## config.mk

```make
export PLATFORM = sky130hd
export DESIGN_NAME = wb_stream_dma_reader
export DESIGN_NICKNAME = d
export VERILOG_FILES = /design/src/rtl/wb_stream_dma_reader.sv
export SDC_FILE = /design/constraint.sdc
export NUM_CORES = 2
export LEC_CHECK = 0
export CORE_MARGIN = 2
export CORE_UTILIZATION = 45
export CTS_CLUSTER_SIZE = 10
export DETAILED_ROUTE_END_ITERATION = 7
export PLACE_DENSITY = 0.72
export SLEW_MARGIN = 20
export SYNTH_ARGS = -nofsm -noshare
export SYNTH_HDL_FRONTEND = slang
export SYNTH_SLANG_ARGS = --single-unit
```

## constraint.sdc

```tcl
create_clock -name clk -period 3.99 [get_ports clk]
set_clock_uncertainty 0.1 [all_clocks]
set_input_delay 1.197 -clock clk [delete_from_list [all_inputs] [get_ports clk]]
set_output_delay 1.197 -clock clk [all_outputs]
set_load 0.01 [all_outputs]
```

## src/rtl/wb_stream_dma_reader.sv

```systemverilog
// Wishbone burst reader: fetches a memory buffer into a first-word-fall-through FIFO
// and presents it as a valid/ready stream. Supports one-shot or circular passes.
//
// state | meaning
// IDLE  | waiting for start_i
// WAIT  | waiting until the FIFO has room for the next burst
// BURST | incrementing Wishbone burst in flight
// ERROR | bus error seen, waiting for start_i to clear err_o
module wb_stream_dma_reader #(
    parameter int WB_AW         = 32,
    parameter int WB_DW         = 32,
    parameter int FIFO_AW       = 5,
    parameter int MAX_BURST_LEN = 16
) (
    input  logic                           clk,
    input  logic                           rst_n,
    input  logic [WB_AW-1:0]               cfg_start_adr_i,
    input  logic [WB_AW-1:0]               cfg_buf_words_i,
    input  logic [$clog2(MAX_BURST_LEN):0] cfg_burst_words_i,
    input  logic                           cfg_circular_i,
    input  logic                           start_i,
    input  logic                           stop_i,
    output logic                           busy_o,
    output logic                           done_o,
    output logic                           err_o,
    output logic [FIFO_AW:0]               fifo_level_o,
    output logic [WB_AW-1:0]               wbm_adr_o,
    output logic [WB_DW-1:0]               wbm_dat_o,
    output logic [WB_DW/8-1:0]             wbm_sel_o,
    output logic                           wbm_we_o,
    output logic                           wbm_cyc_o,
    output logic                           wbm_stb_o,
    output logic [2:0]                     wbm_cti_o,
    output logic [1:0]                     wbm_bte_o,
    input  logic [WB_DW-1:0]               wbm_dat_i,
    input  logic                           wbm_ack_i,
    input  logic                           wbm_err_i,
    input  logic                           wbm_rty_i,
    output logic [WB_DW-1:0]               stream_data_o,
    output logic                           stream_valid_o,
    input  logic                           stream_ready_i
);
    localparam int WSB  = WB_DW / 8;
    localparam int BL_W = $clog2(MAX_BURST_LEN) + 1;
    localparam logic [FIFO_AW:0]  DEPTH   = {1'b1, {FIFO_AW{1'b0}}};
    localparam logic [WB_AW-1:0]  ADR_INC = WB_AW'(WSB);

    typedef enum logic [1:0] {IDLE, WAIT, BURST, ERROR} state_t;

    state_t             state, state_nx;
    logic [WB_AW-1:0]   start_l, buf_l, adr, rem;
    logic [BL_W-1:0]    burst_l, beat, len;
    logic               circ_l, stop_pend;
    logic [WB_DW-1:0]   mem [2**FIFO_AW];
    logic [FIFO_AW-1:0] wr_ptr, rd_ptr;
    logic [FIFO_AW:0]   level, free;
    logic               in_burst, beat_ok, last_beat, pass_end, stop_req, space_ok, push, pop;

    assign in_burst  = (state == BURST);
    assign len       = (rem < WB_AW'(burst_l)) ? rem[BL_W-1:0] : burst_l;
    assign free      = DEPTH - level;
    // Room for the whole burst is reserved up front, so a burst can never overflow.
    assign space_ok  = 32'(free) >= 32'(len);
    assign beat_ok   = wbm_ack_i && !wbm_err_i && !wbm_rty_i;
    assign last_beat = (beat == len - BL_W'(1));
    assign pass_end  = (rem == WB_AW'(len));
    assign stop_req  = stop_pend || stop_i;
    assign push      = in_burst && beat_ok;
    assign pop       = stream_valid_o && stream_ready_i;

    assign busy_o         = (state == WAIT) || in_burst;
    assign wbm_cyc_o      = in_burst;
    assign wbm_stb_o      = in_burst;
    assign wbm_cti_o      = !in_burst ? 3'b000 : (last_beat ? 3'b111 : 3'b010);
    assign wbm_adr_o      = adr;
    assign wbm_dat_o      = '0;
    assign wbm_sel_o      = '1;
    assign wbm_we_o       = 1'b0;
    assign wbm_bte_o      = 2'b00;
    assign fifo_level_o   = level;
    assign stream_valid_o = (level != '0);
    assign stream_data_o  = stream_valid_o ? mem[rd_ptr] : '0;

    always_comb begin
        state_nx = state;
        case (state)
            IDLE: begin
                if (start_i && cfg_buf_words_i != '0) state_nx = WAIT;
            end
            WAIT: begin
                if (stop_i)        state_nx = IDLE;
                else if (space_ok) state_nx = BURST;
            end
            BURST: begin
                if (wbm_err_i) begin
                    state_nx = ERROR;
                end else if (beat_ok && last_beat) begin
                    if (stop_req || (pass_end && !circ_l)) state_nx = IDLE;
                    else                                   state_nx = WAIT;
                end
            end
            ERROR: begin
                if (start_i) state_nx = IDLE;
            end
            default: state_nx = IDLE;
        endcase
    end

    always_ff @(posedge clk or negedge rst_n) begin
        if (!rst_n) begin
            state     <= IDLE;
            start_l   <= '0;
            buf_l     <= '0;
            burst_l   <= '0;
            circ_l    <= 1'b0;
            adr       <= '0;
            rem       <= '0;
            beat      <= '0;
            stop_pend <= 1'b0;
            err_o     <= 1'b0;
            done_o    <= 1'b0;
        end else begin
            state  <= state_nx;
            done_o <= 1'b0;
            case (state)
                IDLE: begin
                    if (start_i) begin
                        start_l   <= cfg_start_adr_i;
                        buf_l     <= cfg_buf_words_i;
                        burst_l   <= cfg_burst_words_i;
                        circ_l    <= cfg_circular_i;
                        adr       <= cfg_start_adr_i;
                        rem       <= cfg_buf_words_i;
                        beat      <= '0;
                        stop_pend <= 1'b0;
                        err_o     <= 1'b0;
                        done_o    <= (cfg_buf_words_i == '0);
                    end
                end
                BURST: begin
                    if (stop_i) stop_pend <= 1'b1;
                    if (wbm_err_i) begin
                        err_o <= 1'b1;
                        beat  <= '0;
                    end else if (beat_ok) begin
                        if (last_beat) begin
                            beat <= '0;
                            // A stopped pass ends silently, even if it was the final burst.
                            if (pass_end) done_o <= !stop_req;
                            if (pass_end && circ_l) begin
                                adr <= start_l;
                                rem <= buf_l;
                            end else begin
                                adr <= adr + ADR_INC;
                                rem <= rem - WB_AW'(len);
                            end
                        end else begin
                            adr  <= adr + ADR_INC;
                            beat <= beat + BL_W'(1);
                        end
                    end
                end
                ERROR: begin
                    if (start_i) err_o <= 1'b0;
                end
                default: ;
            endcase
        end
    end

    always_ff @(posedge clk or negedge rst_n) begin
        if (!rst_n) begin
            wr_ptr <= '0;
            rd_ptr <= '0;
            level  <= '0;
        end else begin
            if (push) wr_ptr <= wr_ptr + FIFO_AW'(1);
            if (pop)  rd_ptr <= rd_ptr + FIFO_AW'(1);
            level <= level + {{FIFO_AW{1'b0}}, push} - {{FIFO_AW{1'b0}}, pop};
        end
    end

    always_ff @(posedge clk) begin
        if (push) mem[wr_ptr] <= wbm_dat_i;
    end
endmodule
```

# ---- Word level (Yosys, flattened, before mapping)
# Memory sizes are Yosys's and may differ from the RTL's.
# Index checks and enable logic that the tools add are counted.
dict set report op_classes {
  muxes 42
  n_lt_le_gt_ge 2
  shift 0
  n_eq_ne 17
  n_reduce_logical 29
  addsub 9
  bitwise_logic 0
  div_mod_pow 0
  n_mul 0
}
# operator n
set ops {}
lappend ops {{$mux 32} 11}
lappend ops {{$pmux 32 s2} 2}
lappend ops {{$add 32x3->32 const B} 1}
lappend ops {{$eq 32x5->1} 1}
lappend ops {{$logic_not 32->1} 1}
lappend ops {{$lt 32x5->1} 1}
lappend ops {{$reduce_bool 32->1} 1}
lappend ops {{$sub 32x5->32} 1}
lappend ops {{$mux 5} 5}
lappend ops {{$add 5x1->5 const B} 3}
lappend ops {{$mux 2} 6}
lappend ops {{$ne 2x2->1 const B} 6}
lappend ops {{$mux 1} 11}
lappend ops {{$pmux 5 s2} 1}
lappend ops {{$reduce_and 3->1} 3}
lappend ops {{$logic_and 1x1->1} 8}
lappend ops {{$pmux 2 s4} 1}
lappend ops {{$reduce_and 4->1} 2}
lappend ops {{$add 6x1->6} 1}
lappend ops {{$ge 6x5->1} 1}
lappend ops {{$mux 3} 2}
lappend ops {{$ne 2x1->1 const B} 3}
lappend ops {{$ne 3x2->1 const B} 2}
lappend ops {{$pmux 1 s2} 3}
lappend ops {{15 further kinds} 22}
dict set report word_totals {
  mem_count 1
  in_bits 110
  mem_bits_ro 0
  output_inout_bits 118
  latch_bits 0
  mem_bits_rw 1024
  word_cells 114
  regBits 160
}
# memory words word_bits read_ports rd_ports_with_merged_regs wr line
set memory_table {}
lappend memory_table {mem 32 32 1 0 1 54} ;# logic [WB_DW-1:0] mem [2**FIFO_AW];

# ---- Logic depth before layout (Yosys ltp)
dict set report logic_depth {
  word_depth 9
  mapped_depth 19
}

# ---- Least setup slack after synthesis
# OpenSTA, ideal clock, no wires.
dict set report synth_path {
  path_kind {register to register}
  start {register burst_l[2]}
  end {register rem[31]}
  path_buffers 2
  setup_slack_ns -0.078
  arrival_time_ns 3.844
  stages_incl_launch_ff 18
  setup_time_ns 0.124
  cell_sequence {dfrtp_1 > clkbuf_1 > inv_1 > ha_1 > nor3_1 > or4b_4 > o21ba_1 > buf_4 > nand2_1 > mux2i_1 > ha_1 > nor4_1 > and2_1 > o311ai_4 > nor2_4 > and4_1 > o221ai_1 > a211o_1}
}
dict set report synth_between {
  elab_chain_cells 9
  elab_cells_between_ends 14
  cone_classes {2 x add/sub; 1 x order compare; 3 x eq/ne; 6 x mux; 2 x reduce/logical}
}
# item line
set synth_lines {}
lappend synth_lines {{start: declaration} 52} ;# logic [BL_W-1:0] burst_l, beat, len;
lappend synth_lines {{start signal: assignment} 130} ;# burst_l <= cfg_burst_words_i;
lappend synth_lines {{$lt 32x5->1} 60} ;# assign len = (rem < WB_AW'(burst_l)) ? rem[BL_W-1:0] : burst_l;
lappend synth_lines {{$mux 5 *} 60}
lappend synth_lines {{parallel branches: the longest is 7 deep, another holds $sub 32x5->32} -}
lappend synth_lines {{end signal: assignment} 133} ;# rem <= cfg_buf_words_i;
lappend synth_lines {{end signal: assignment} 152} ;# rem <= buf_l;
lappend synth_lines {{end signal: assignment} 155} ;# rem <= rem - WB_AW'(len);
lappend synth_lines {{end: declaration} 51} ;# logic [WB_AW-1:0] start_l, buf_l, adr, rem;
# Every way passes the cells marked *. The select of a mux whose other input is x is not followed.
# A chain may end at the register's enable or synchronous reset.

# ---- Worst setup path after layout
dict set report layout_path {
  start {register rd_ptr[0]}
  end {output port stream_data_o[20]}
}
dict set report layout_between {
  elab_chain_cells 2
}
# item line
set layout_lines {}
lappend layout_lines {{start: declaration} 55} ;# logic [FIFO_AW-1:0] wr_ptr, rd_ptr;
lappend layout_lines {{start signal: assignment} 178} ;# if (pop) rd_ptr <= rd_ptr + FIFO_AW'(1);
lappend layout_lines {{$mem_v2 32x32} -}
lappend layout_lines {{$mux 32} 82} ;# assign stream_data_o = stream_valid_o ? mem[rd_ptr] : '0;
lappend layout_lines {{end: declaration} 39} ;# output logic [WB_DW-1:0] stream_data_o,
# No other way between the ends.

==> impl_metrics.py <==
metrics = {
    "status": {
        "status": "finished with violations",
        "violations": "setup timing",
    },
    "layout": {
        "drive_gt1_frac": 0.326,
        "layout_common_cells": "edfxtp_1, mux4_2, buf_4, dfrtp_1, clkdlybuf4s50_1",
        "layout.nets": 3240,
        "area_delta_synth_final_pct": 22.7,
        "layout.cells.most_common": "edfxtp_1",
        "fillers": 7979,
        "fin_cells": 4561,
    },
    "global_routing": {
        "antenna_found_initial": 6,
        "grt_overflow_total": 0,
        "grt_pass1_wl_mm": 190,
        "grt_max_degree": 71,
        "grt_usage": 0.233,
        "grt_pass1_vias": 28200,
    },
    "synthesis": {
        "synth_edf_count": 1024,
        "seq_area_frac_synth": 0.708,
        "ys.warnings.count": 0,
        "synthCells": 2605,
        "ys_ff_latch": 1184,
        "yosys.area_share.xor_xnor": 0.00946,
        "yosys.area_share.simple": 0.0384,
        "muxShareOfSynthArea": 0.177,
        "synth_top_family_by_area": "multiplexers",
        "ys_async_sr_fraction": 0.135,
        "ys_types": 90,
        "avgSynthCellArea_um2": 18.8,
        "synth_compound_area_frac": 0.0362,
        "synthAdderAreaFrac": 0.00907,
        "syn_area_um2": 49100,
        "synth_flop_cell": "edfxtp_1",
    },
    "power_and_ir_drop": {
        "power.density_nw_per_um2": 707,
        "p_comb_frac": 0.375,
        "p_sw_w": 0.0131,
        "switching_share": 0.308,
        "clockPowerShare": 0.270,
        "internal_power_w": 0.0295,
        "irDropWorstVdd_mv": 0.550,
        "p_leak_nw": 20.5,
        "seq_power_share": 0.355,
    },
    "die": {
        "die_area_um2": 112000,
        "dieWidth_um": 334,
        "dieHeight_um": 334,
        "start_util": 0.452,
        "ioPinCount": 228,
        "rows": 121,
        "coreArea_um2": 109000,
    },
    "critical_path": {
        "arrival_ns": 3.29,
        "ff2ff_setup_slack_ns": 0.11,
        "cp_max_fo": 6,
        "cp-end-kind": "output pin",
        "slowest_delay_ns": 0.51,
        "cp_slowest_cell": "mux4_2",
        "path_class": "register to output pin",
        "required_ns": 2.69,
        "startpoint_type": "register",
        "crit_chain": "buf_4 > buf_12 > buf_12 > clkbuf_16 > mux4_2 > mux4_2 > mux2i_2 > nor2_2 > buf_2",
    },
    "sta": {
        "slew_violations": 0,
        "hold_violations": 0,
        "period_needed_ns": 4.59,
        "slew-limit-headroom": 0.293,
        "rsz0062_at_grt": "true",
        "fmax_ghz": 0.218,
        "setup_viol": 34,
        "layout_setup_ws_ns": -0.600,
        "hold_ws_ns": 0.382,
        "period_share": 1.15,
        "worstMarginPinSlew_ns": 1.05,
    },
    "detailed_routing": {
        "ant_nets": 0,
        "routed-via-count": 27800,
        "drt_first_pass_iters": 7,
        "drc": 0,
        "drt_iter0_drc": 3083,
        "wl_per_cell_um": 28.8,
        "route.final.wire_length_mm": 131,
        "vias_per_cell": 6.10,
    },
    "clock_network": {
        "insertion_delay_ns": 0.75,
        "path_clk_slew_ns": 0.06,
        "cts_hold_buffers": 0,
        "htree_num_levels": 4,
        "tritoncts": "built",
        "cts_sinks": 1184,
        "clockBufferDepth": 3,
        "numCtsBuffers": 140,
        "clock-root-buffer": "clkbuf_16",
    },
    "place": {
        "dpl.hpwl_mm": 73.3,
        "dp.cells": 4305,
        "place.port_buffers": 188,
        "gp_congestion": 0.874,
    },
    "worst_hold_path": {
        "hp-class": "input pin to asynchronous set/reset pin",
    },
    "run": {
        "cap_viol_max_count": 0,
    },
}
metal layers:
| metal | wire [um] | global-route usage | vias up |
|---|---|---|---|
| met5 | 27 | 0 | - |
| met4 | 3770 | 0.0797 | 4 |
| met1 | 50400 | 0.309 | 14600 |
| met3 | 11000 | 0.0446 | 269 |
| li1 | - | - | 11500 |
| met2 | 66100 | 0.387 | 1458 |
state kept, by name (all words and copies together), names as in the netlist, 5 cells and up:
register      cells
beat              5
wbm_adr_o        32
buf_l            32
wr_ptr            5
burst_l           5
rd_ptr            5
fifo_level_o      6
mem            1024
start_l          32
rem              32
power groups by stage:
| stage | Combinational (W) | Sequential, W | Clock [W] |
|---|---|---|---|
| 2_1_floorplan | 0.00888 | 0.0151 | 0 |
| 3_3_place_gp | 0.0142 | 0.0153 | 0 |
| 3_5_place_dp | 0.0145 | 0.0153 | 0 |
| 4_1_cts | 0.0155 | 0.0151 | 0.0116 |
| 5_1_grt | 0.0170 | 0.0152 | 0.0121 |
| 6_report | 0.0160 | 0.0151 | 0.0115 |
metrics by stage:
stage	utilization	instance area (um2)	total power, W	worst slack, ns	TNS, ns
2_1_floorplan	-	49200	0.0240	0.0245	0
3_3_place_gp	0.506	55000	0.0295	-0.173	-0.713
3_5_place_dp	0.506	55000	0.0298	-0.176	-1.59
4_1_cts	0.550	59700	0.0422	-0.628	-17.72
5_1_grt	0.555	60200	0.0444	-0.683	-20.22
6_report	0.555	60200	0.0426	-0.600	-17.60
logic make-up (layout without fill, tap and decap cells):
| kind of cell | Yosys count | after routing |
|---|---|---|
| AOI/OAI and AO/OA | 260 | 260 |
| xor gates and xnor gates | 53 | 53 |
| adders and majority gates | 35 | 35 |
| buffers and inverters | 224 | 726 |
| DFF | 1184 | 1184 |
| muxes | 460 | 460 |
| other | 2 | 42 |
| and+or+nand+nor | 387 | 387 |
worst paths after layout:
| check | from | endpoint | depth (start not counted) |
|---|---|---|---|
| setup / recovery | rd_ptr[0] | stream_data_o[20] | 9 |
| hold / removal | rst_n | fifo_level_o[3] | 1 |
| setup reg to reg | rem[3] | rem[31] | 19 |
| hold reg to reg | start_l[7] | start_l[7] | 1 |
| max in group asynchronous | rst_n | wbm_adr_o[24] | 2 |
| min in group clk | start_l[7] | start_l[7] | 1 |
Yosys cell counts (all sizes together), types with 8 or more instances:
master	number	share of area
o22ai	35	0.0045
xnor2	35	0.0062
nand3	28	0.0030
nand4	14	0.0018
a31oi	15	0.0019
o31ai	16	0.0024
mux2	72	0.017
a21oi	67	0.0073
nand2	70	0.0054
o21ai	51	0.0052
buf	95	0.012
inv	35	0.0027
mux4	320	0.15
mux2i	68	0.014
edfxtp	1024	0.63
dfrtp	160	0.082
nor2	166	0.013
or3	8	0.0010
o31a	8	0.0014
nor4	17	0.0024
and3	13	0.0017
clkbuf	94	0.0072
nor2b	10	0.0013
xor2	18	0.0032
ha	34	0.0087
nor3	22	0.0026
repair_timing:
action                     CTS  global route
pin swaps                   12            31
setup endpoints to repair   68            86
setup buffers               31            24
gates cloned                 8             5
resized for setup          227            58
cell type report:
type | count | area, um2 | share of cell area
well taps | 1414 | 1770 | 0.0294
flip-flops and latches | 1184 | 34800 | 0.577
multi-input cells | 1234 | 14000 | 0.232
clock inverters | 20 | 334 | 0.00555
clock buffers | 171 | 3690 | 0.0613
repair buffers | 500 | 5540 | 0.0920
diodes | 3 | 7.51 | 0.000125
inverters | 35 | 131 | 0.00218
critical path: cells and delay by family, from the launching register on:
| kind | cells | cell delay, ns |
|---|---|---|
| buf+inv | 5 | 0.76 |
| flops | 1 | 0.49 |
| mux | 3 | 1.20 |
| simple gates | 1 | 0.07 |
Power figures use the tool's default switching activity.
